`config.mk`:
```
export PLATFORM = sky130hd
export DESIGN_NAME = stone_drawer
export DESIGN_NICKNAME = d
export VERILOG_FILES = /design/src/rtl/gold_miner_pkg.sv /design/src/rtl/box_rasteriser.sv /design/src/rtl/stone_drawer.sv
export SDC_FILE = /design/constraint.sdc
export NUM_CORES = 1
export LEC_CHECK = 0
export ABC_AREA = 1
export BUFFER_PORTS_ARGS = -buffer_cell sky130_fd_sc_hd__buf_2
export CORE_MARGIN = 3
export CORE_UTILIZATION = 55
export DETAILED_ROUTE_END_ITERATION = 12
export PLACE_DENSITY = 0.86
export SYNTH_ARGS = -nofsm -noshare
export SYNTH_HDL_FRONTEND = slang
export SYNTH_SLANG_ARGS = --single-unit
```
`constraint.sdc`:
```
create_clock -name clock -period 4.2 [get_ports clock]
set_input_delay 0.84 -clock clock [delete_from_list [all_inputs] [get_ports clock]]
set_output_delay 0.84 -clock clock [all_outputs]
set_load 0.03 [all_outputs]
```
`src/rtl/gold_miner_pkg.sv`:
```
// gold_miner_pkg: definitions shared by the gold miner video blocks.
//   - stone RAM word field positions and the unpacked stone record
//   - stone type encodings and their pixel colours
//   - screen size used for clipping
//   - stone_drawer FSM state encoding and shadow entry layout
package gold_miner_pkg;

   localparam int unsigned STONE_X_MSB    = 31;
   localparam int unsigned STONE_X_LSB    = 23;
   localparam int unsigned STONE_Y_MSB    = 18;
   localparam int unsigned STONE_Y_LSB    = 11;
   localparam int unsigned STONE_TYPE_MSB = 3;
   localparam int unsigned STONE_TYPE_LSB = 2;
   localparam int unsigned STONE_VIS_BIT  = 1;
   localparam int unsigned STONE_MOV_BIT  = 0;

   localparam int unsigned SCREEN_W = 320;
   localparam int unsigned SCREEN_H = 240;

   typedef enum logic [1:0] {
      TYPE_STONE   = 2'b00,
      TYPE_GOLD    = 2'b01,
      TYPE_DIAMOND = 2'b10,
      TYPE_OTHER   = 2'b11
   } stone_type_e;

   localparam logic [2:0] COL_BLACK   = 3'b000;
   localparam logic [2:0] COL_STONE   = 3'b111;
   localparam logic [2:0] COL_GOLD    = 3'b110;
   localparam logic [2:0] COL_DIAMOND = 3'b011;
   localparam logic [2:0] COL_OTHER   = 3'b101;

   typedef struct packed {
      logic [8:0] x;
      logic [7:0] y;
      logic [1:0] kind;
      logic       visible;
   } stone_t;

   typedef struct packed {
      logic [8:0] x;
      logic [7:0] y;
      logic       visible;
   } shadow_t;

   typedef enum logic [3:0] {
      S_IDLE,
      S_WAIT_FRAME,
      S_ADDR,
      S_RAM_WAIT,
      S_LATCH,
      S_ERASE,
      S_DRAW,
      S_NEXT,
      S_DONE
   } drawer_state_e;

   function automatic logic [2:0] type_colour(input logic [1:0] kind);
      case (stone_type_e'(kind))
         TYPE_STONE:   return COL_STONE;
         TYPE_GOLD:    return COL_GOLD;
         TYPE_DIAMOND: return COL_DIAMOND;
         default:      return COL_OTHER;
      endcase
   endfunction

   function automatic stone_t unpack_stone(input logic [31:0] w);
      stone_t s;
      s.x       = w[STONE_X_MSB:STONE_X_LSB];
      s.y       = w[STONE_Y_MSB:STONE_Y_LSB];
      s.kind    = w[STONE_TYPE_MSB:STONE_TYPE_LSB];
      s.visible = w[STONE_VIS_BIT];
      return s;
   endfunction

endpackage

```
`src/rtl/box_rasteriser.sv`:
```
// box_rasteriser: walks a 16x16 solid box one pixel per cycle, row-major.
//   start     in  : sample x/y/colour_in and emit pixel 0 on this edge
//   x, y      in  : top-left corner of the box
//   colour_in in  : fill colour
//   plot      out : registered write strobe, low for off-screen pixels
//   vga_x/y   out : registered pixel coordinate
//   colour    out : registered pixel colour
//   done      out : high in the cycle the last pixel is on the outputs
module box_rasteriser
   import gold_miner_pkg::*;
#(
   parameter logic [7:0] LAST_PIX = 8'hFF
) (
   input  logic       clock,
   input  logic       reset,
   input  logic       start,
   input  logic [8:0] x,
   input  logic [7:0] y,
   input  logic [2:0] colour_in,
   output logic       plot,
   output logic [8:0] vga_x,
   output logic [7:0] vga_y,
   output logic [2:0] colour,
   output logic       done
);

   logic       active_q, active_d;
   logic [7:0] cnt_q, cnt_d;
   logic [8:0] base_x_q, base_x_d;
   logic [7:0] base_y_q, base_y_d;
   logic [2:0] base_col_q, base_col_d;
   logic       plot_q, plot_d;
   logic [8:0] vga_x_q, vga_x_d;
   logic [7:0] vga_y_q, vga_y_d;
   logic [2:0] colour_q, colour_d;
   logic       done_q, done_d;

   logic       emit;
   logic [7:0] pix;
   logic [8:0] bx;
   logic [7:0] by;
   logic [2:0] bc;
   logic [9:0] sum_x, sum_y;

   always_comb begin
      active_d   = active_q;
      cnt_d      = cnt_q;
      base_x_d   = base_x_q;
      base_y_d   = base_y_q;
      base_col_d = base_col_q;
      emit       = 1'b0;
      pix        = cnt_q;
      bx         = base_x_q;
      by         = base_y_q;
      bc         = base_col_q;
      // start bypasses the base registers so pixel 0 appears on the start edge
      if (start) begin
         emit       = 1'b1;
         pix        = '0;
         bx         = x;
         by         = y;
         bc         = colour_in;
         base_x_d   = x;
         base_y_d   = y;
         base_col_d = colour_in;
         cnt_d      = 8'd1;
         active_d   = 1'b1;
      end else if (active_q) begin
         emit  = 1'b1;
         cnt_d = cnt_q + 8'd1;
         if (cnt_q == LAST_PIX) begin
            active_d = 1'b0;
         end
      end
      // 10-bit sums so boxes near the right/bottom edge clip instead of wrapping
      sum_x    = {1'b0, bx} + {6'b0, pix[3:0]};
      sum_y    = {2'b0, by} + {6'b0, pix[7:4]};
      plot_d   = emit && (sum_x < 10'(SCREEN_W)) && (sum_y < 10'(SCREEN_H));
      vga_x_d  = emit ? sum_x[8:0] : '0;
      vga_y_d  = emit ? sum_y[7:0] : '0;
      colour_d = emit ? bc : '0;
      done_d   = emit && (pix == LAST_PIX);
   end

   always_ff @(posedge clock) begin
      if (reset) begin
         active_q   <= 1'b0;
         cnt_q      <= '0;
         base_x_q   <= '0;
         base_y_q   <= '0;
         base_col_q <= '0;
         plot_q     <= 1'b0;
         vga_x_q    <= '0;
         vga_y_q    <= '0;
         colour_q   <= '0;
         done_q     <= 1'b0;
      end else begin
         active_q   <= active_d;
         cnt_q      <= cnt_d;
         base_x_q   <= base_x_d;
         base_y_q   <= base_y_d;
         base_col_q <= base_col_d;
         plot_q     <= plot_d;
         vga_x_q    <= vga_x_d;
         vga_y_q    <= vga_y_d;
         colour_q   <= colour_d;
         done_q     <= done_d;
      end
   end

   assign plot   = plot_q;
   assign vga_x  = vga_x_q;
   assign vga_y  = vga_y_q;
   assign colour = colour_q;
   assign done   = done_q;

endmodule

```
`src/rtl/stone_drawer.sv`:
```
// stone_drawer: once per frame owns the stone RAM read port, walks slots
// 0..quantity-1 and draws each visible stone as a 16x16 box.
//   clock, reset     : system clock, synchronous active-high reset
//   enable           : allows new passes to start
//   quantity         : live slot count, sampled at pass start
//   read_data        : stone RAM word for draw_index (RAM_LATENCY cycles later)
//   draw_stone_flag  : high while this block owns the RAM read port
//   draw_index       : RAM read address
//   vga_x/vga_y/colour/plot : registered pixel-write interface
//   frame_done       : one-cycle pulse at the end of each pass
// Build option STONE_DRAWER_ERASE_EN: keeps a shadow of what was drawn per slot
// and blanks the old box when a stone moves or disappears.
module stone_drawer
   import gold_miner_pkg::*;
#(
   parameter int unsigned FRAME_CLOCK = 833_334,
   parameter int unsigned SPRITE_SIZE = 16,
   parameter int unsigned RAM_LATENCY = 2
) (
   input  logic        clock,
   input  logic        reset,
   input  logic        enable,
   input  logic [3:0]  quantity,
   input  logic [31:0] read_data,
   output logic        draw_stone_flag,
   output logic [3:0]  draw_index,
   output logic [8:0]  vga_x,
   output logic [7:0]  vga_y,
   output logic [2:0]  colour,
   output logic        plot,
   output logic        frame_done
);

   localparam int unsigned   FW         = (FRAME_CLOCK > 1) ? $clog2(FRAME_CLOCK) : 1;
   localparam logic [FW-1:0] FRAME_LAST = FW'(FRAME_CLOCK - 1);
   localparam logic [3:0]    WAIT_LAST  = 4'(RAM_LATENCY - 1);
   localparam logic [7:0]    LAST_PIX   = 8'(SPRITE_SIZE * SPRITE_SIZE - 1);

   drawer_state_e state_q, state_d;
   logic [FW-1:0] frame_cnt_q, frame_cnt_d;
   logic [3:0]    index_q, index_d;
   logic [3:0]    qty_q, qty_d;
   logic [3:0]    wait_q, wait_d;
   stone_t        stone_q, stone_d;
   stone_t        word;

   logic          rast_start;
   logic [8:0]    rast_x;
   logic [7:0]    rast_y;
   logic [2:0]    rast_col;
   logic          rast_done;

   logic          unused_word_bits;

   assign word             = unpack_stone(read_data);
   assign unused_word_bits = ^{read_data[22:19], read_data[10:4], read_data[STONE_MOV_BIT]};

`ifdef STONE_DRAWER_ERASE_EN
   shadow_t shadow_q [16];
   shadow_t shadow_d [16];
   shadow_t shadow_cur;
   logic    need_erase;

   assign shadow_cur = shadow_q[index_q];
   assign need_erase = shadow_cur.visible &&
                       (!word.visible || (shadow_cur.x != word.x) || (shadow_cur.y != word.y));

   always_comb begin
      shadow_d = shadow_q;
      if (state_q == S_NEXT) begin
         shadow_d[index_q] = '{x: stone_q.x, y: stone_q.y, visible: stone_q.visible};
      end
   end

   always_ff @(posedge clock) begin
      if (reset) begin
         for (int unsigned i = 0; i < 16; i++) begin
            shadow_q[i] <= '0;
         end
      end else begin
         shadow_q <= shadow_d;
      end
   end
`endif

   always_comb begin
      state_d     = state_q;
      frame_cnt_d = '0;
      index_d     = index_q;
      qty_d       = qty_q;
      wait_d      = wait_q;
      stone_d     = stone_q;
      case (state_q)
         S_IDLE: begin
            if (enable) state_d = S_WAIT_FRAME;
         end
         S_WAIT_FRAME: begin
            if (frame_cnt_q == FRAME_LAST) begin
               if (quantity == 4'd0) begin
                  state_d = S_DONE;
               end else begin
                  qty_d   = quantity;
                  index_d = '0;
                  state_d = S_ADDR;
               end
            end else begin
               frame_cnt_d = frame_cnt_q + 1'b1;
            end
         end
         S_ADDR: begin
            if (RAM_LATENCY <= 1) begin
               state_d = S_LATCH;
            end else begin
               wait_d  = 4'd1;
               state_d = S_RAM_WAIT;
            end
         end
         S_RAM_WAIT: begin
            if (wait_q >= WAIT_LAST) state_d = S_LATCH;
            else                     wait_d  = wait_q + 4'd1;
         end
         S_LATCH: begin
            stone_d = word;
`ifdef STONE_DRAWER_ERASE_EN
            if (need_erase)        state_d = S_ERASE;
            else if (word.visible) state_d = S_DRAW;
            else                   state_d = S_NEXT;
`else
            if (word.visible) state_d = S_DRAW;
            else              state_d = S_NEXT;
`endif
         end
`ifdef STONE_DRAWER_ERASE_EN
         S_ERASE: begin
            if (rast_done) state_d = stone_q.visible ? S_DRAW : S_NEXT;
         end
`endif
         S_DRAW: begin
            if (rast_done) state_d = S_NEXT;
         end
         S_NEXT: begin
            if (index_q == qty_q - 4'd1) begin
               state_d = S_DONE;
            end else begin
               index_d = index_q + 4'd1;
               state_d = S_ADDR;
            end
         end
         S_DONE: begin
            state_d = enable ? S_WAIT_FRAME : S_IDLE;
         end
         default: state_d = S_IDLE;
      endcase
   end

   // The rasteriser is kicked on the edge that enters a box state, using the
   // next-state stone so the first pixel lines up with the first box cycle.
   always_comb begin
      rast_start = (state_d != state_q) && ((state_d == S_DRAW) || (state_d == S_ERASE));
      rast_x     = stone_d.x;
      rast_y     = stone_d.y;
      rast_col   = type_colour(stone_d.kind);
`ifdef STONE_DRAWER_ERASE_EN
      if (state_d == S_ERASE) begin
         rast_x   = shadow_cur.x;
         rast_y   = shadow_cur.y;
         rast_col = COL_BLACK;
      end
`endif
   end

   always_ff @(posedge clock) begin
      if (reset) begin
         state_q     <= S_IDLE;
         frame_cnt_q <= '0;
         index_q     <= '0;
         qty_q       <= '0;
         wait_q      <= '0;
         stone_q     <= '0;
      end else begin
         state_q     <= state_d;
         frame_cnt_q <= frame_cnt_d;
         index_q     <= index_d;
         qty_q       <= qty_d;
         wait_q      <= wait_d;
         stone_q     <= stone_d;
      end
   end

   box_rasteriser #(
      .LAST_PIX (LAST_PIX)
   ) u_box (
      .clock     (clock),
      .reset     (reset),
      .start     (rast_start),
      .x         (rast_x),
      .y         (rast_y),
      .colour_in (rast_col),
      .plot      (plot),
      .vga_x     (vga_x),
      .vga_y     (vga_y),
      .colour    (colour),
      .done      (rast_done)
   );

   assign draw_stone_flag = (state_q == S_ADDR)  || (state_q == S_RAM_WAIT) ||
                            (state_q == S_LATCH) || (state_q == S_ERASE)    ||
                            (state_q == S_DRAW)  || (state_q == S_NEXT);
   assign frame_done      = (state_q == S_DONE);
   assign draw_index      = index_q;

endmodule

```
==> flow_summary.toml <==
[timing]
finalCritPeriodShare_pct = 89.9
maxSlewViolCount = 0
rsz0062_at_grt = "false"
setup_tns_ns = 0
worst_slew_pin_slew_ns = 0.646
max_freq_ghz = 0.265
period_minus_slack_ns = 3.78
setup_viol = 0
timing.slew.headroom_pct = 56.8
finalClockSkew_ns = 0.0170
hold_viol = 0
layout_setup_ws_ns = 0.424

[cells_and_area]
drive_gt1_share_pct = 13.5
areaGrowthSynthToFinish_pct = 11.4
fin_nets = 786
mostFrequentLayoutCells = "nor2_1, nand2_1, dfxtp_1, inv_1, buf_2"

[yosys]
synth.largest_area_cell = "dfxtp_1"
yosysSeqAreaShare_pct = 43.0
synthMuxAreaShare_pct = 3.04
synth_fp_nets = 734
yosys.area_share.simple_pct = 29.5
syn_area_mm2 = 0.00493
syn_inst = 677
ys_top_cells_by_area = "dfxtp_1, nand2_1, nor2_1"
synth.top_cell.area_share_pct = 43.0
synth-xor-area-share_pct = 1.95
ys_ff_latch = 106
synth.avg_cell_area_um2 = 7.28
synth_top_family_by_area = "simple AND/OR/NAND/NOR gates"
synthDistinctLibCells = 39
async_reset_ff_share_pct = 0
synth_adder_area_share_pct = 4.87
synth_compound_area_share_pct = 8.12
synth_warnings = 0
synth-edff-count = 0
synthFlopType = "dfxtp_1"

[routing]
first_pass_iters = 5
drt.antenna.violating_nets = 0
drc = 0
routed-via-count = 4383
drt_iter0_drc = 237
wl_mm = 10.4
routed_via_density = 5.22
wire_per_inst_um = 12.4

[setup_path]
crit_fanout = 6
worstSetupPathType = "flop to flop"
path_common_cell = "nor2_1"
cp-end-kind = "flop"
cp.required_ns = 4.49
path_cells = "inv_1, ha_1, nor2_1, nand3_1, a21oi_1, inv_2, nand3_1, nor2_2, nand2_2, nand2_2, o21ai_0, ha_1, inv_1, fa_1, o31ai_1, nand2_1, nor2_1, nand2_1, nor2_1, nor2_1, nand2_1, nor2_1"
slowest_stage = "o31ai_1"
start_kind = "flop"
slowest_delay_ns = 0.44
cp.arrival_ns = 4.06

[cts]
cts.sinks = 106
cts_buffers = 9
cts_tree = "yes"
cts.repair.resized = 0
h-tree-depth = 3
cts-root-buf = "clkbuf_8"
clk-insertion-delay-late_ns = 0.37
cts_setup_buffers = 0
clockBufferDepth = 2
hold_buffers = 0
clkTransAtPathRegs_ns = 0.11

[global_routing]
antenna_found_initial = 1
overflow = 0
grt_pass1_vias = 4198
grt_max_degree = 47
grt_use_total_pct = 21.2
grt_pass1_wl_mm = 17.7

[floorplan]
fp-row-count = 33
fp.coreArea_mm2 = 0.00846
fp.dieW_um = 101
fp.dieH_um = 101
io_pins = 66
die_area_mm2 = 0.0101
start_util_pct = 58.3

[power]
p_per_area_mw_per_mm2 = 313
vdd_drop_max_uv = 195
leakage_nw = 2.47

[min_path]
holdCritPathClass = "flop to flop"

[place]
hpwl_mm = 7.42
post-place-ws_ns = 0.155
place.gp.congestion = 0.864
io_buffers = 53

[status]
status = "finished clean"

[flow_run]
cap_viol_max_count = 0
## stage by stage
stage	instance area [µm²]	hold slack, ns	util, %	cells	power [mW]
after global routing	5490	0.460	64.9	840	1.78
after detailed placement	5280	0.430	62.4	823	1.09
after CTS	5490	0.448	64.9	839	1.73
final	5490	0.444	64.9	840	1.72
after floorplan	4930	0.419	-	677	1.06
after global placement	5280	0.427	62.4	823	1.08
## cell type report
class	count	area, µm²
well taps	105	131
fillers	725	2970
inverters	97	364
diodes	1	2.50
multi-input cells	455	2340
clock buffers	10	138
clock inverters	6	73.8
repair buffers	60	318
flip-flops and latches	106	2120
## registers in the layout (all words and copies together) (netlist names), 4 cells and up
signal,flops
frame_cnt_q,20
stone_q,19
u_box.base_x_q,9
u_box.vga_x,9
u_box.base_y_q,8
u_box.cnt_q,8
u_box.vga_y,8
draw_index,4
qty_q,4
state_q,4
wait_q,4
## final timing paths
| kind | cells past startpoint | slack, ns | from | endpoint |
|---|---|---|---|---|
| max | 22 | 0.42 | wait_q[1] | u_box.plot |
| min reg2reg | 2 | 0.44 | wait_q[3] | wait_q[3] |
| min | 2 | 0.44 | wait_q[3] | wait_q[3] |
| max reg2reg | 22 | 0.42 | wait_q[1] | u_box.plot |
## critical path, delay by kind of cell (launching register included)
kind	cells	cell delay, ns
AND/OR/NAND/NOR	13	1.15
flip-flops	1	0.34
buffers and inverters	3	0.25
AO/OA/AOI/OAI	3	1.12
adder cells (fa/ha/maj)	3	0.83
## routing by layer
metal | GRT usage [%] | wire length [µm] | up-vias
li1 | - | - | 2240
met1 | 25.5 | 4620 | 2015
met2 | 36.8 | 5080 | 101
met3 | 3.46 | 417 | 27
met4 | 10.2 | 264 | 0
met5 | 0 | 0 | -
## Yosys cell counts, drive strengths merged, types with 6 or more instances
cell type and count:
xor2 7, o21ai 29, nand2 131, a21oi 32
mux2i 15, nor3b 6, ha 16, buf 10
nor3 12, clkbuf 9, nor2 132, nand3 40
dfxtp 106, inv 97
## power breakdown
part	switching [mW]	internal (mW)
combinational	0.0338	0.0189
sequential	0.00376	1.01
clock	0.359	0.300
total	0.396	1.33
## logic make-up (layout without fill, tap and decap cells)
family / count (synthesis) / count (layout)
xor+xnor: 11 / 11
simple gates: 337 / 337
other cells: 0 / 1
compound gates: 74 / 74
buf+inv: 116 / 173
fa+ha+maj: 18 / 18
mux: 15 / 15
flops: 106 / 106
No activity file was read; power rests on OpenSTA's default activity.
